### src/rtl/motor_puertas.sv
// Door motor controller: tracks door position and open dwell time, drives the
// actuator and flags a timeout once the door has been open and idle too long.
module motor_puertas #(
    parameter int T_MOV    = 8,
    parameter int T_ESPERA = 20
) (
    input  logic       clk,
    input  logic       reset,
    input  logic [1:0] salida_puertas,
    input  logic       sensor,
    output logic [1:0] puertas,
    output logic       timeout,
    output logic [1:0] motor
);

    typedef enum logic [1:0] {
        CERRADA  = 2'b00,
        ABIERTA  = 2'b01,
        CERRANDO = 2'b10,
        ABRIENDO = 2'b11
    } estado_t;

    localparam logic [7:0] POS_OPEN    = 8'(T_MOV);
    localparam logic [7:0] POS_LAST    = 8'(T_MOV - 1);
    localparam logic [7:0] ESPERA_MAX  = 8'(T_ESPERA);

    localparam logic [1:0] CMD_OPEN    = 2'b01;
    localparam logic [1:0] CMD_CLOSE   = 2'b10;

    localparam logic [1:0] MOTOR_OPEN  = 2'b01;
    localparam logic [1:0] MOTOR_CLOSE = 2'b10;
    localparam logic [1:0] MOTOR_OFF   = 2'b00;

    estado_t    state_q, state_d;
    logic [7:0] pos_q, pos_d;
    logic [7:0] espera_q, espera_d;
    logic       timeout_q, timeout_d;
    logic [1:0] motor_q, motor_d;

    logic       cmd_open_s;
    logic       cmd_close_s;

    // 11 is not a valid command and decodes to neither open nor close.
    assign cmd_open_s  = (salida_puertas == CMD_OPEN);
    assign cmd_close_s = (salida_puertas == CMD_CLOSE);

    // Next-state, position and dwell computation.
    always_comb begin
        state_d  = state_q;
        pos_d    = pos_q;
        espera_d = espera_q;
        case (state_q)
            CERRADA: begin
                espera_d = 8'd0;
                pos_d    = 8'd0;
                if (cmd_open_s) begin
                    state_d = ABRIENDO;
                end else begin
                    state_d = CERRADA;
                end
            end
            ABRIENDO: begin
                espera_d = 8'd0;
                if (cmd_close_s && !sensor) begin
                    state_d = CERRANDO;
                end else if (pos_q >= POS_LAST) begin
                    // Last step of travel; also covers a reversal that
                    // happened right at the open end.
                    pos_d   = POS_OPEN;
                    state_d = ABIERTA;
                end else begin
                    pos_d = pos_q + 8'd1;
                end
            end
            ABIERTA: begin
                if (sensor) begin
                    espera_d = 8'd0;
                end else if (cmd_open_s) begin
                    espera_d = 8'd0;
                end else if (cmd_close_s) begin
                    state_d  = CERRANDO;
                    pos_d    = POS_OPEN;
                    espera_d = 8'd0;
                end else if (espera_q < ESPERA_MAX) begin
                    espera_d = espera_q + 8'd1;
                end else begin
                    espera_d = ESPERA_MAX;
                end
            end
            CERRANDO: begin
                espera_d = 8'd0;
                if (sensor || cmd_open_s) begin
                    state_d = ABRIENDO;
                end else if (pos_q <= 8'd1) begin
                    // Last step of travel; also covers a reversal that
                    // happened right at the closed end.
                    pos_d   = 8'd0;
                    state_d = CERRADA;
                end else begin
                    pos_d = pos_q - 8'd1;
                end
            end
            default: begin
                state_d  = CERRADA;
                pos_d    = 8'd0;
                espera_d = 8'd0;
            end
        endcase
    end

    // Registered outputs derived from the next state so they line up with it.
    always_comb begin
        timeout_d = (state_d == ABIERTA) && (espera_d == ESPERA_MAX);
        case (state_d)
            ABRIENDO: motor_d = MOTOR_OPEN;
            CERRANDO: motor_d = MOTOR_CLOSE;
            CERRADA:  motor_d = MOTOR_OFF;
            ABIERTA:  motor_d = MOTOR_OFF;
            default:  motor_d = MOTOR_OFF;
        endcase
    end

    // State, counters and outputs; reset drops everything to closed/idle.
    always_ff @(posedge clk or posedge reset) begin
        if (reset) begin
            state_q   <= CERRADA;
            pos_q     <= 8'd0;
            espera_q  <= 8'd0;
            timeout_q <= 1'b0;
            motor_q   <= MOTOR_OFF;
        end else begin
            state_q   <= state_d;
            pos_q     <= pos_d;
            espera_q  <= espera_d;
            timeout_q <= timeout_d;
            motor_q   <= motor_d;
        end
    end

    assign puertas = state_q;
    assign timeout = timeout_q;
    assign motor   = motor_q;

endmodule

### config.mk
export PLATFORM = sky130hd
export DESIGN_NAME = motor_puertas
export DESIGN_NICKNAME = d
export VERILOG_FILES = /design/src/rtl/motor_puertas.sv
export SDC_FILE = /design/constraint.sdc
export NUM_CORES = 1
export LEC_CHECK = 0
export CAP_MARGIN = 20
export CORE_MARGIN = 5
export CORE_UTILIZATION = 40
export CTS_BUF_LIST = sky130_fd_sc_hd__clkbuf_4
export DETAILED_ROUTE_END_ITERATION = 8
export PLACE_DENSITY = 0.64
export SLEW_MARGIN = 20
export SYNTH_ARGS = -nofsm -noshare
export SYNTH_HDL_FRONTEND = slang
export SYNTH_SLANG_ARGS = --single-unit
### constraint.sdc
create_clock -name clk -period 1.9 [get_ports clk]
set_input_delay 0.38 -clock clk [delete_from_list [all_inputs] [get_ports clk]]
set_output_delay 0.38 -clock clk [all_outputs]
set_load 0.05 [all_outputs]
==> flow_metrics.tcl <==
set metrics [dict create \
    status "finished, violations left" \
    violations "negative setup slack" \
    synth_top_family_by_area "simple AND/OR/NAND/NOR gates" \
    n_antenna_cell 0 \
    wl_per_cell_um 13.9 \
    rows 20 \
    yosysSeqAreaShare_pct 42.6 \
    synth_edf_count 0 \
    cts_sinks 21 \
    start_util_pct 41.0 \
    critical_path_arrival_ns 2.22 \
    post-place-ws_ns -0.232 \
    avgViaCountPerCell 5.45 \
    fp.dieW_um 65.5 \
    startpoint_type "flop" \
    p_leak_nw 0.758 \
    netlist_instances 137 \
    dp_hpwl_mm 2.14 \
    instances_no_fill 204 \
    finalWorstSetupSlack_ns -0.0701 \
    synth_compound_gate_area_share_pct 18.4 \
    grt_pass1_wl_mm 4.78 \
    grt_pass1_vias 1091 \
    whs_ns 0.394 \
    hold_viol_final 0 \
    yosys.area_share.xor_xnor_pct 2.84 \
    ys.flop_type "dfrtp_1" \
    fin_tns_setup_ns -0.110 \
    cts_buffers 3 \
    die_y_um 65.5 \
    timing.fmax_mhz 508 \
    power_density_nw_per_um2 1090 \
    vias 1111 \
    synth_area_per_cell_sq_um 9.00 \
    grt.total_usage_pct 14.2 \
    maxCapViolCount 0 \
    die_area_sq_um 4290 \
    drv_slew 0 \
    ys_types 43 \
    worstPathRequired_ns 2.15 \
    cp_max_fo 4 \
    finalNetCount 181 \
    clk-insertion-delay-late_ns 0.31 \
    grt-ovfl-total 0 \
    async_flop_share_pct 100 \
    clk_pin_slew_ns 0.12 \
    max-clock-path-buffers 2 \
    setup_violations 3 \
    syn_area_sq_um 1230 \
    grt_setup_unrepaired "true" \
    hp-class "input pin to asynchronous set/reset pin" \
    drive_gt1_share_pct 30.4 \
    drtPass1Iterations 4 \
    fillers 278 \
    cts_tree "built" \
    synth-adder-area-share_pct 4.06 \
    synth-seq-cells 21 \
    root_buffer "clkbuf_4" \
    yosysWarnings 0 \
    skew_ns 0.00463 \
    grt_start_max_net_pins 22 \
    dr.first_iter.drc_count 23 \
    antenna_left 0 \
    worstSetupPathType "flop to flop" \
    muxShareOfSynthArea_pct 1.62 \
    drc 0 \
    area_delta_synth_final_pct 30.1 \
    fin_crit_ns 1.97 \
    critPathCaptureType "flop" \
    portBuffers 9 \
    grt_antenna_before_repair 0 \
    ir_drop_mv 0.697 \
    finalWirelength_mm 2.83 \
    fin_crit_sh_pct 104 \
    pin_count 10 \
    core_area_sq_um 3000 \
    globalplace.congestion 0.864 \
    synth_simple_gate_area_share_pct 24.9 \
    dp.cells 197 \
    cts_htree_levels 1 \
]
[registers in the layout, indices dropped and copies added (netlist names)]
| signal | count |
|---|---|
| motor | 2 |
| timeout | 1 |
| puertas | 2 |
| espera_q | 8 |
| pos_q | 8 |
[cells in the mapped netlist, types with 2 or more instances]
cell       n  area (sq um)
a311oi_1   2          17.5
nand2_1   14          52.6
a21oi_1    4          20.0
o21ai_0    8          40.0
or4_1      2          15.0
dfrtp_1   21           526
or3_1      3          18.8
a22o_1     3          26.3
inv_1      8          30.0
or2_2      2          12.5
clkbuf_1   6          22.5
nor3_1     4          20.0
a21boi_0   2          15.0
nor2b_1    3          18.8
mux2i_1    2          20.0
xor2_1     3          26.3
nor2_1    10          37.5
nand2b_1   3          18.8
nand3_1    7          35.0
ha_1       4          50.1
nor4_1     4          25.0
[timing repair]
item / CTS / global route
endpoints found under the setup margin: 4 / 9
pin swaps: 1 / 4
hold endpoints to repair: 0 / 0
resized for setup: 1 / 9
hold buffers: 0 / 0
buffers inserted: 1 / 2
[power by group]
part	internal [mW]	switching, mW	leakage [nW]
Clock	0.0802	0.143	0.0139
Combinational	0.427	0.504	0.472
Sequential	0.519	0.0727	0.272
Total	1.03	0.719	0.758
[metal layers]
metal / GRT usage (%) / vias to the layer above / share of wire [%]
li1: - / 558 / -
met1: 18.1 / 536 / 48
met2: 24.4 / 13 / 48
met3: 2.39 / 4 / 3.2
met4: 4.66 / 0 / 0.96
met5: 0 / - / 0
[cell type report]
| cell class | instances | area, sq um | share of cell area (%) |
|---|---|---|---|
| multi-input cells | 102 | 683 | 42.6 |
| flip-flops and latches | 21 | 529 | 33.0 |
| repair buffers | 36 | 289 | 18.0 |
| well taps | 33 | 41.3 | 2.58 |
| inverters | 8 | 30.0 | 1.87 |
| clock buffers | 3 | 22.5 | 1.41 |
| clock inverters | 1 | 7.51 | 0.468 |
[critical path, cell delays in order, from the launching register on]
cell and delay, ns:
dfrtp_1 0.40, or4_4 0.59, or2_4 0.27, or3_1 0.30
a31oi_1 0.17, a32o_2 0.18
[cells in the final DEF (no fill, tap or decap), drive strengths merged, types with 4 or more instances in the layout]
cell type,n
o21ai,8
nand2,15
inv,8
nor2,10
buf,30
dfrtp,21
clkdlybuf4s50,6
nor4,4
nor3,4
nand3,7
a21oi,4
ha,4
[path summary, 6_finish.rpt]
| check | cells after the start | to | from | slack, ns |
|---|---|---|---|---|
| max | 5 | pos_q[2] | pos_q[7] | -0.07 |
| min | 3 | timeout | reset | 0.39 |
| max reg2reg | 5 | pos_q[2] | pos_q[7] | -0.07 |
| max in group asynchronous | 3 | pos_q[0] | reset | 1.27 |
| min in group clk | 1 | espera_q[0] | espera_q[0] | 0.50 |
| min reg2reg | 1 | espera_q[0] | espera_q[0] | 0.50 |
[metrics by stage]
stage / area, sq um / total power [mW] / util, %
after floorplan: 1240 / 1.15 / -
after global placement: 1510 / 1.45 / 50.3
after detailed placement: 1510 / 1.47 / 50.3
after CTS: 1550 / 1.70 / 51.6
after global routing: 1600 / 1.86 / 53.4
final: 1600 / 1.74 / 53.4
[cells by family after synthesis]
family,count (synthesis)
AO/OA/AOI/OAI,31
XOR/XNOR,4
adder cells (fa/ha/maj),4
buffers and inverters,16
flip-flops,21
multiplexers,2
other,1
AND/OR/NAND/NOR,58
Note: power is estimated with default switching activity, not from simulation.
